**config.mk**
```make
export PLATFORM = sky130hd
export DESIGN_NAME = data_memory_arbiter
export DESIGN_NICKNAME = d
export VERILOG_FILES = /design/src/rtl/data_memory_arbiter_pkg.sv /design/src/rtl/data_memory_arbiter_rr.sv /design/src/rtl/data_memory_arbiter.sv
export SDC_FILE = /design/constraint.sdc
export NUM_CORES = 1
export LEC_CHECK = 0
export CORE_UTILIZATION = 38
export DETAILED_ROUTE_END_ITERATION = 8
export PLACE_DENSITY = 0.87
export SYNTH_ARGS = -nofsm -noshare
export SYNTH_HDL_FRONTEND = slang
export SYNTH_HIERARCHICAL = 1
export SYNTH_SLANG_ARGS = --single-unit
```
**constraint.sdc**
```tcl
create_clock -name clk -period 4.43 [get_ports clk]
set_input_delay 0.886 -clock clk [delete_from_list [all_inputs] [get_ports clk]]
set_output_delay 0.886 -clock clk [all_outputs]
set_load 0.02 [all_outputs]
```
**src/rtl/data_memory_arbiter_pkg.sv**
```systemverilog
// Shared definitions for the two-port data memory arbiter: FSM encoding,
// default memory base address and port identifiers.
package data_memory_arbiter_pkg;

  typedef enum logic [1:0] {
    ST_IDLE   = 2'd0,
    ST_ACCESS = 2'd1,
    ST_RESP   = 2'd2
  } state_t;

  localparam logic [31:0] DEFAULT_BASE_ADDR = 32'h1001_0000;

  localparam logic PORT0 = 1'b0;
  localparam logic PORT1 = 1'b1;

endpackage

```
**src/rtl/data_memory_arbiter_rr.sv**
```systemverilog
// Two-input round-robin pick: a lone requester wins outright; on contention
// the port that was not granted last time wins.
module rr_arbiter2
  import data_memory_arbiter_pkg::*;
(
  input  logic [1:0] req,
  input  logic       last_grant,
  output logic       valid,
  output logic       winner
);

  always_comb begin
    valid  = |req;
    winner = PORT0;
    case (req)
      2'b01:   winner = PORT0;
      2'b10:   winner = PORT1;
      2'b11:   winner = ~last_grant;
      default: winner = PORT0;
    endcase
  end

endmodule

```
**src/rtl/data_memory_arbiter.sv**
```systemverilog
// Round-robin arbiter and sequencer placing the CPU port (0) and the
// debug/DMA loader port (1) in front of a single-port word memory.
module data_memory_arbiter
  import data_memory_arbiter_pkg::*;
#(
  parameter int                    DATA_WIDTH   = 32,
  parameter int                    MEMORY_DEPTH = 256,
  parameter logic [DATA_WIDTH-1:0] BASE_ADDR    = DATA_WIDTH'(DEFAULT_BASE_ADDR)
) (
  input  logic                  clk,
  input  logic                  reset,

  input  logic                  p0_req_i,
  input  logic                  p0_write_i,
  input  logic [DATA_WIDTH-1:0] p0_address_i,
  input  logic [DATA_WIDTH-1:0] p0_write_data_i,
  output logic                  p0_gnt_o,
  output logic                  p0_resp_o,
  output logic                  p0_err_o,
  output logic [DATA_WIDTH-1:0] p0_read_data_o,

  input  logic                  p1_req_i,
  input  logic                  p1_write_i,
  input  logic [DATA_WIDTH-1:0] p1_address_i,
  input  logic [DATA_WIDTH-1:0] p1_write_data_i,
  output logic                  p1_gnt_o,
  output logic                  p1_resp_o,
  output logic                  p1_err_o,
  output logic [DATA_WIDTH-1:0] p1_read_data_o,

  output logic                  mem_write_o,
  output logic                  mem_read_o,
  output logic [DATA_WIDTH-1:0] mem_address_o,
  output logic [DATA_WIDTH-1:0] mem_write_data_o,
  input  logic [DATA_WIDTH-1:0] mem_data_i,

  output state_t                dbg_state
);

  // Handshake: a port raises req with write/address/write_data and holds them
  // until the cycle gnt is high (the single ACCESS cycle); fields may change
  // after that edge. resp pulses for one cycle on the following cycle, with
  // err qualifying it and read_data valid alongside it.

  localparam logic [DATA_WIDTH-1:0] RANGE_BYTES = DATA_WIDTH'(4 * MEMORY_DEPTH);

  // Borrow out of the subtraction means the address is below the base.
  function automatic logic addr_err(input logic [DATA_WIDTH-1:0] a);
    logic [DATA_WIDTH:0] off;
    off = {1'b0, a} - {1'b0, BASE_ADDR};
    return off[DATA_WIDTH] || (off[DATA_WIDTH-1:0] >= RANGE_BYTES) || (a[1:0] != 2'b00);
  endfunction

  state_t                state_q, state_d;
  logic                  last_grant_q;
  logic                  winner_q;
  logic                  write_q;
  logic                  err_q;
  logic [DATA_WIDTH-1:0] addr_q;
  logic [DATA_WIDTH-1:0] wdata_q;
  logic [DATA_WIDTH-1:0] rdata0_q;
  logic [DATA_WIDTH-1:0] rdata1_q;

  logic                  arb_valid;
  logic                  arb_winner;
  logic                  sel_write;
  logic [DATA_WIDTH-1:0] sel_addr;
  logic [DATA_WIDTH-1:0] sel_wdata;

  rr_arbiter2 u_arb (
    .req        ({p1_req_i, p0_req_i}),
    .last_grant (last_grant_q),
    .valid      (arb_valid),
    .winner     (arb_winner)
  );

  assign sel_write = (arb_winner == PORT1) ? p1_write_i      : p0_write_i;
  assign sel_addr  = (arb_winner == PORT1) ? p1_address_i    : p0_address_i;
  assign sel_wdata = (arb_winner == PORT1) ? p1_write_data_i : p0_write_data_i;

  always_comb begin
    state_d = state_q;
    case (state_q)
      ST_IDLE:   if (arb_valid) state_d = ST_ACCESS;
      ST_ACCESS: state_d = ST_RESP;
      ST_RESP:   state_d = ST_IDLE;
      default:   state_d = ST_IDLE;
    endcase
  end

  always_ff @(posedge clk or posedge reset) begin
    if (reset) begin
      state_q      <= ST_IDLE;
      last_grant_q <= PORT1;
      winner_q     <= PORT0;
      write_q      <= 1'b0;
      err_q        <= 1'b0;
      addr_q       <= '0;
      wdata_q      <= '0;
      rdata0_q     <= '0;
      rdata1_q     <= '0;
    end else begin
      state_q <= state_d;
      if (state_q == ST_IDLE && arb_valid) begin
        winner_q <= arb_winner;
        write_q  <= sel_write;
        addr_q   <= sel_addr;
        wdata_q  <= sel_wdata;
        err_q    <= addr_err(sel_addr);
      end
      if (state_q == ST_ACCESS) begin
        last_grant_q <= winner_q;
        if (!err_q && !write_q) begin
          if (winner_q == PORT1) rdata1_q <= mem_data_i;
          else                   rdata0_q <= mem_data_i;
        end
      end
    end
  end

  // Memory strobes exist only in ACCESS, so nothing is committed elsewhere.
  always_comb begin
    p0_gnt_o         = 1'b0;
    p1_gnt_o         = 1'b0;
    p0_resp_o        = 1'b0;
    p1_resp_o        = 1'b0;
    p0_err_o         = 1'b0;
    p1_err_o         = 1'b0;
    mem_write_o      = 1'b0;
    mem_read_o       = 1'b0;
    mem_address_o    = '0;
    mem_write_data_o = '0;
    case (state_q)
      ST_ACCESS: begin
        p0_gnt_o = (winner_q == PORT0);
        p1_gnt_o = (winner_q == PORT1);
        if (!err_q) begin
          mem_write_o      = write_q;
          mem_read_o       = ~write_q;
          mem_address_o    = addr_q;
          mem_write_data_o = wdata_q;
        end
      end
      ST_RESP: begin
        p0_resp_o = (winner_q == PORT0);
        p1_resp_o = (winner_q == PORT1);
        p0_err_o  = (winner_q == PORT0) && err_q;
        p1_err_o  = (winner_q == PORT1) && err_q;
      end
      default: ;
    endcase
  end

  // Write and rejected responses present zero; otherwise the last read is held.
  logic resp_blank;
  assign resp_blank     = (state_q == ST_RESP) && (err_q || write_q);
  assign p0_read_data_o = (resp_blank && winner_q == PORT0) ? '0 : rdata0_q;
  assign p1_read_data_o = (resp_blank && winner_q == PORT1) ? '0 : rdata1_q;

  assign dbg_state = state_q;

endmodule

```
==> results of run 1 <==
power by group:
group / internal (mW) / total (mW) / switching, mW / leakage, nW
clock: 0.972 / 1.50 / 0.525 / 0.299
combinational: 0.755 / 1.60 / 0.848 / 2.50
sequential: 1.59 / 1.77 / 0.181 / 1.52
worst max path at each step:
stage / start / end / slack (ns) / cells after the start
final: dbg_state[1] / mem_address_o[31] / 1.0 / 5
after global routing: dbg_state[1] / mem_address_o[31] / 0.82 / 5
after CTS: dbg_state[1] / mem_address_o[31] / 0.93 / 5
after detailed placement: p1_req_i / err_q / 0.88 / 7
after global placement: p1_req_i / err_q / 0.97 / 7
after floorplan: dbg_state[0] / p0_read_data_o[10] / 1.65 / 4
cell families after synthesis:
kind of cell / Yosys count
and+or+nand+nor: 228
DFF: 134
muxes: 133
AOI/OAI and AO/OA: 75
buffers and inverters: 43
adders and majority gates: 1
flip-flops by register name (all words and copies together), names as in the netlist:
name          flops
last_grant_q      1
dbg_state         2
rdata0_q         32
rdata1_q         32
addr_q           32
err_q             1
winner_q          1
write_q           1
wdata_q          32
through the flow:
step | hold WS, ns | setup slack [ns]
6_report | 0.495 | 0.998
5_1_grt | 0.505 | 0.825
4_1_cts | 0.497 | 0.927
3_5_place_dp | 0.485 | 0.882
3_3_place_gp | 0.479 | 0.965
2_1_floorplan | 0.456 | 1.65
per-layer routing:
metal	wire [um]	GRT usage	part of all wire	vias to the layer above
met5	0	0	0	-
met1	7550	0.244	0.40	2638
met3	1190	0.0593	0.063	37
met2	9460	0.370	0.50	211
li1	-	-	-	2663
met4	583	0.0968	0.031	0
worst max-delay path: stages (launching register included):
cell and delay (ns):
dfrtp_1 0.41, nand2b_1 0.27, nor2_4 0.11, buf_4 0.44, and2_1 0.24, clkdlybuf4s50_1 0.63
synthesized netlist by cell type:
cell type,number,area [sq um]
inv_1,2,7.51
nor3_1,2,10.0
buf_6,1,11.3
nand3b_1,1,7.51
and2_1,68,425
or4_1,1,7.51
nor4b_1,2,17.5
mux2_2,69,777
nor4_4,1,21.3
o22ai_1,1,6.26
dfrtp_1,133,3330
o32a_1,1,10.0
nand2b_1,1,6.26
nor3b_1,2,15.0
nand2_1,5,18.8
buf_1,9,33.8
a2111oi_4,1,27.5
dfstp_2,1,26.3
a21oi_1,65,325
buf_2,6,30.0
nor2b_1,69,432
mux2i_1,64,641
nor4_1,3,18.8
o21a_1,1,7.51
o211ai_1,1,7.51
o21ai_0,2,10.0
a21boi_1,1,7.51
and3b_1,1,8.76
nand3_1,1,5.00
maj3_1,1,10.0
a21o_1,1,7.51
clkbuf_1,25,93.8
nand2_2,1,6.26
nor2_1,67,251
nor4_2,1,12.5
or2_1,1,6.26
a211oi_1,1,7.51
or4b_1,1,10.0
area by class of cell:
type	instances	area (sq um)	area share
Inverter	2	11.3	0.00107
Timing Repair Buffer	314	3140	0.297
Clock buffer	20	457	0.0432
Multi-Input combinational cell	437	3150	0.298
Clock inverter	11	174	0.0165
Tap cell	225	282	0.0266
Sequential cell	134	3350	0.317
==> impl_metrics.ini, run 1 <==
[status]
run_status = complete, no violations

[cts]
clkTransAtPathRegs_ns = 0.05
clockBufferDepth = 2
htree_levels = 4
cts_tree = yes
clock_sinks = 134
cts-hold-fix-buffers = 0
cts_setup_buffers = 0
insertion_delay_ns = 0.40
cts_made_buffers = 17
cts-root-buf = clkbuf_16
cts_resized = 0

[setup_path]
worst_setup_path_start_kind = flip-flop
worstSetupEndpointType = output port
crit_required_ns = 3.54
worstPathArrival_ns = 2.55
reg2reg_depth = 5
r2r-start = dbg_state[1]
critPathKind = reg -> out
reg2reg_slack_ns = 1.87
worstPathMaxFanout = 65
worstReg2RegEnd = rdata1_q[23]

[synthesis]
ys_seq_elements = 134
synth-seq-area-share = 0.504
synth_xor_area_frac = 0
synth_warnings = 6
synthMuxAreaShare = 0.213
avgSynthCellArea_sq_um = 10.8
synth_area_sq_um = 6660
syn_nets = 780
synth_top_family_by_area = multiplexers
synth_compound_area_frac = 0.0626
synth_simple_gate_area_frac = 0.192
synthAdderAreaFrac = 0.00150
ys_types = 38
netlist_instances = 614

[global_route]
antenna_found_initial = 0
grt_usage = 0.213
grt_pass1_vias = 5844
grt_pass1_wl_mm = 29.7
overflow = 0
grt_max_degree = 131

[power]
leakagePower_nw = 4.32
p_per_area_nw_per_um2 = 461
max-vdd-ir-drop_mv = 0.318
power.total_mw = 4.87

[finish]
nets = 1072
antenna-diode-count = 0
most-common-layout-cells = 303 x clkdlybuf4s50_1, 133 x dfrtp_1, 69 x mux2_2, 68 x and2_1, 67 x nor2b_1
final_util = 0.615
drive_gt1_frac = 0.132
fin_cells = 1143
layout_commonest_cell = clkdlybuf4s50_1
final_area_sq_um = 10600
fillCellCount = 1444
area.growth.synth_to_final_pct = 58.8

[die]
rows = 48
design.die.area_sq_um = 18000
core_area_sq_um = 17200
fp.dieH_um = 134
die_w_um = 134
ios = 304
start_util = 0.387

[drt]
wire_per_inst_um = 16.4
routed_wirelength_mm = 18.8
vias_per_cell = 4.85
via_count = 5549
drc = 0
drtIter0Drc = 208
drt-pass1-iter-count = 4
antenna_left = 0

[worst_hold_path]
hp-class = reg -> reg
hp-start = rdata0_q[3]
holdPathEnd = rdata0_q[3]
hold_depth = 1

[timing]
slew_headroom = 0.206
final-hold-violation-count = 0
post-route-period-util = 0.775
drv_slew = 0
tightest_slew_ns = 1.19
skew_ns = 0.00907
rsz0062_at_grt = no
fin_crit_ns = 3.43
fmax_mhz = 291
setup_violations = 0
timing.setup.tns_ns = 0

[job]
maxCapViolCount = 0

[placed_design]
numPlacedInstances = 1112
dp_hpwl_mm = 14.0
routabilityCongestion = 0.847
port_buffers = 303
postPlaceCellArea_sq_um = 9940
No activity file was read; power rests on OpenSTA's default activity.
==> inputs of run 2 (changes only) <==
- CORE_UTILIZATION: 38 -> 40
- PLACE_DENSITY: 0.87 -> 0.88
- clock period: 4.43 -> 3.4 ns (I/O delays scaled with it)
==> impl_metrics.ini, run 2 (synthesis results as in run 1) <==
[timing]
tightest_slew_ns = 0.743
fin_crit_ns = 3.10
fmax_mhz = 322
timing.setup.tns_ns = 0
rsz0062_at_grt = no
final-hold-violation-count = 0
drv_slew = 0
skew_ns = 0.00613
slew_headroom = 0.505
post-route-period-util = 0.913
setup_violations = 0

[cts]
clockBufferDepth = 2
htree_levels = 4
cts-hold-fix-buffers = 0
cts_resized = 0
cts_tree = yes
insertion_delay_ns = 0.41
clock_sinks = 134
cts_setup_buffers = 0
clkTransAtPathRegs_ns = 0.06
cts_made_buffers = 17
cts-root-buf = clkbuf_16

[setup_path]
crit_required_ns = 2.72
reg2reg_slack_ns = 1.18
worstPathArrival_ns = 2.42
crit_path_top_delay_cell = clkdlybuf4s50_1
critPathKind = reg -> out
worstReg2RegEnd = err_q
slowest_delay_ns = 0.64
crit_chain = nand2b_1 -> nor2_4 -> buf_4 -> and2_1 -> clkdlybuf4s50_1
worstSetupEndpointType = output port
endpoint = mem_address_o[15]
worst_setup_path_start_kind = flip-flop
cp-startpoint = dbg_state[1]
reg2reg_depth = 7
worstPathMaxFanout = 45
r2r-start = last_grant_q

[placed_design]
port_buffers = 303
routabilityCongestion = 0.871
dp_hpwl_mm = 14.2

[die]
rows = 46
ios = 304
core_area_sq_um = 16100
die_w_um = 131
fp.dieH_um = 131
start_util = 0.414
design.die.area_sq_um = 17200

[global_route]
grt_max_degree = 135
grt_usage = 0.227
grt_pass1_wl_mm = 29.0
antenna_found_initial = 0
overflow = 0
grt_pass1_vias = 5560

[finish]
final_util = 0.655
layout_commonest_cell = clkdlybuf4s50_1
nets = 1074
fillCellCount = 1211
antenna-diode-count = 0
most-common-layout-cells = 303 x clkdlybuf4s50_1, 133 x dfrtp_1, 69 x mux2_2, 68 x and2_1, 67 x nor2b_1
area.growth.synth_to_final_pct = 58.1
drive_gt1_frac = 0.136

[worst_hold_path]
hold_depth = 1
hp-class = reg -> reg

[drt]
wl_met2_mm = 9.75
drtIter0Drc = 325
via_count = 5538
dr_wl_met3_mm = 1.44
drc = 0
vias_per_cell = 4.87
drt-met1-wl_mm = 7.40
highest_layer = met4
wire_per_inst_um = 16.9
drt-pass1-iter-count = 4
routed_wirelength_mm = 19.2
antenna_left = 0

[power]
leakagePower_nw = 4.30
max-vdd-ir-drop_mv = 0.351
p_per_area_nw_per_um2 = 590

[job]
maxCapViolCount = 0

[status]
run_status = complete, no violations
-- run 2: cell count changes in the layout (fill, tap and decap cells not counted) --
cell        previous run  this run
buf_4                  9        11
bufinv_16              4         2
clkbuf_1               1         0
clkbuf_8               2         0
clkinv_2               1         4
clkinv_4               2         1
clkinvlp_4             4         5
inv_6                  1         4
-- run 2: per-layer routing --
layer / GRT usage / vias up
met5: 0 / -
met4: 0.0987 / 0
met1: 0.266 / 2607
met2: 0.390 / 208
met3: 0.0643 / 39
li1: - / 2684
-- run 2: report_power, final --
part | switching, mW | internal [mW]
logic | 1.10 | 0.984
clock network | 0.721 | 1.08
registers | 0.254 | 2.07
-- run 2: through the flow --
| step | worst slack (ns) | cell area (sq um) | hold WS (ns) | std cells | total power, mW |
|---|---|---|---|---|---|
| after CTS | 0.245 | 10500 | 0.497 | 1137 | 6.27 |
| final | 0.296 | 10500 | 0.495 | 1137 | 6.21 |
| after floorplan | 0.829 | 6660 | 0.456 | 614 | 3.52 |
| after detailed placement | 0.388 | 9940 | 0.484 | 1105 | 4.45 |
| after global routing | 0.137 | 10500 | 0.500 | 1137 | 6.58 |
| after global placement | 0.450 | 9940 | 0.478 | 1105 | 4.38 |
-- run 2: area by class of cell --
type | count | area, sq um | share of cell area
clock inverters | 15 | 154 | 0.0146
repair buffers | 316 | 3160 | 0.300
flip-flops and latches | 134 | 3350 | 0.319
inverters | 2 | 11.3 | 0.00107
multi-input cells | 437 | 3150 | 0.300
clock buffers | 17 | 425 | 0.0404
well taps | 216 | 270 | 0.0257
-- run 2: worst min path at each step --
| stage | startpoint | end | slack, ns |
|---|---|---|---|
| 5_1_grt | rdata1_q[6] | rdata1_q[6] | 0.50 |
| 6_report | rdata1_q[6] | rdata1_q[6] | 0.49 |
| 3_3_place_gp | rdata0_q[8] | rdata0_q[8] | 0.48 |
| 3_5_place_dp | rdata1_q[18] | rdata1_q[18] | 0.48 |
| 4_1_cts | rdata0_q[8] | rdata0_q[8] | 0.50 |
| 2_1_floorplan | addr_q[15] | addr_q[15] | 0.46 |
-- run 2: critical path: cells and delay by family, from the launching register on --
kind / cells / cell delay [ns]
and+or+nand+nor: 3 / 0.59
DFF: 1 / 0.42
buffers and inverters: 2 / 0.97
==> inputs of run 3 (changes only) <==
- CORE_UTILIZATION: 40 -> 41
- PLACE_DENSITY: 0.88 -> 0.89
==> impl_metrics.ini, run 3 (synthesis results as in run 1) <==
[worst_hold_path]
hp-start = rdata0_q[20]
hp-class = reg -> reg
holdPathEnd = rdata0_q[20]
hold_depth = 1

[die]
rows = 46
die_w_um = 129
start_util = 0.419
core_area_sq_um = 15900
design.die.area_sq_um = 16700
ios = 304
fp.dieH_um = 129

[power]
max-vdd-ir-drop_mv = 0.453
leakagePower_nw = 4.34
power.total_mw = 6.33
p_per_area_nw_per_um2 = 599

[global_route]
grt_pass1_wl_mm = 30.0
antenna_found_initial = 0
grt_max_degree = 131
overflow = 0
grt_usage = 0.238
grt_pass1_vias = 5761

[drt]
drtIter0Drc = 237
routed_wirelength_mm = 19.7
via_count = 5646
vias_per_cell = 4.95
wire_per_inst_um = 17.3
drt-pass1-iter-count = 4
drc = 0
antenna_left = 0

[finish]
antenna-diode-count = 0
area.growth.synth_to_final_pct = 58.8
most-common-layout-cells = 303 x clkdlybuf4s50_1, 133 x dfrtp_1, 69 x mux2_2, 68 x and2_1, 67 x nor2b_1
layout_commonest_cell = clkdlybuf4s50_1
drive_gt1_frac = 0.139
multiInputGateArea_sq_um = 3160
fillCellCount = 1219
final-seq-area_sq_um = 3350
nets = 1077

[setup_path]
r2r-start = last_grant_q
reg2reg_slack_ns = 1.05
worstSetupEndpointType = output port
critPathKind = reg -> out
worstReg2RegEnd = err_q
worstPathMaxFanout = 32
crit_required_ns = 2.72
worstPathArrival_ns = 2.47
reg2reg_depth = 7
worst_setup_path_start_kind = flip-flop

[cts]
insertion_delay_ns = 0.42
htree_levels = 4
cts_tree = yes
cts-hold-fix-buffers = 0
cts_resized = 0
clkTransAtPathRegs_ns = 0.06
clockBufferDepth = 2
cts_made_buffers = 17
cts-root-buf = clkbuf_16
clock_sinks = 134
cts_setup_buffers = 0

[timing]
fin_crit_ns = 3.15
rsz0062_at_grt = no
fmax_mhz = 317
slew_headroom = 0.517
post-route-period-util = 0.927
drv_slew = 0
timing.setup.tns_ns = 0
skew_ns = 0.00951
setup_violations = 0
tightest_slew_ns = 0.725
final-hold-violation-count = 0

[status]
run_status = complete, no violations

[placed_design]
routabilityCongestion = 0.795
dp_hpwl_mm = 14.4
port_buffers = 303

[job]
maxCapViolCount = 0
-- run 3: worst max-delay path: stages (launching register included) --
cell and delay (ns):
dfrtp_1 0.37, buf_4 0.14, nor3b_1 0.30, nor2b_2 0.20, buf_4 0.34, nor2b_1 0.12
clkdlybuf4s50_1 0.58
-- run 3: power by group --
part | leakage [nW] | switching, mW | total [mW] | internal [mW]
registers | 1.52 | 0.240 | 2.31 | 2.07
clock network | 0.298 | 0.792 | 1.91 | 1.12
logic | 2.52 | 1.13 | 2.12 | 0.991
total | 4.34 | 2.16 | 6.33 | 4.18
-- run 3: area by class of cell --
class                   instances  area share
flip-flops and latches        134       0.317
repair buffers                319       0.300
multi-input cells             437       0.299
clock buffers                  17      0.0403
well taps                     216      0.0256
clock inverters                15      0.0173
inverters                       2     0.00107
-- run 3: how the worst max path moves through the flow --
stage | to | from | cells after the start | slack [ns]
after floorplan | p0_read_data_o[10] | dbg_state[0] | 4 | 0.83
after global placement | err_q | p1_req_i | 8 | 0.35
after detailed placement | err_q | p1_req_i | 8 | 0.28
after CTS | p1_read_data_o[16] | winner_q | 5 | 0.02
after global routing | p0_read_data_o[19] | dbg_state[0] | 6 | 0.12
final | p0_read_data_o[19] | dbg_state[0] | 6 | 0.25
-- run 3: layer usage --
layer  share of wire  GRT usage  vias to the layer above
met4           0.033      0.114                        0
met3           0.071     0.0698                       41
met1            0.39      0.267                     2682
met2            0.51      0.415                      233
met5               0          0                        -
li1                -          -                     2690
-- run 3: through the flow --
step,worst slack [ns],instances,util,hold slack (ns),instance area (sq um)
2_1_floorplan,0.829,614,-,0.456,6660
3_3_place_gp,0.347,1108,0.627,0.471,9950
3_5_place_dp,0.276,1108,0.627,0.485,9950
4_1_cts,0.0184,1140,0.665,0.499,10600
5_1_grt,0.117,1140,0.665,0.511,10600
6_report,0.248,1140,0.665,0.495,10600
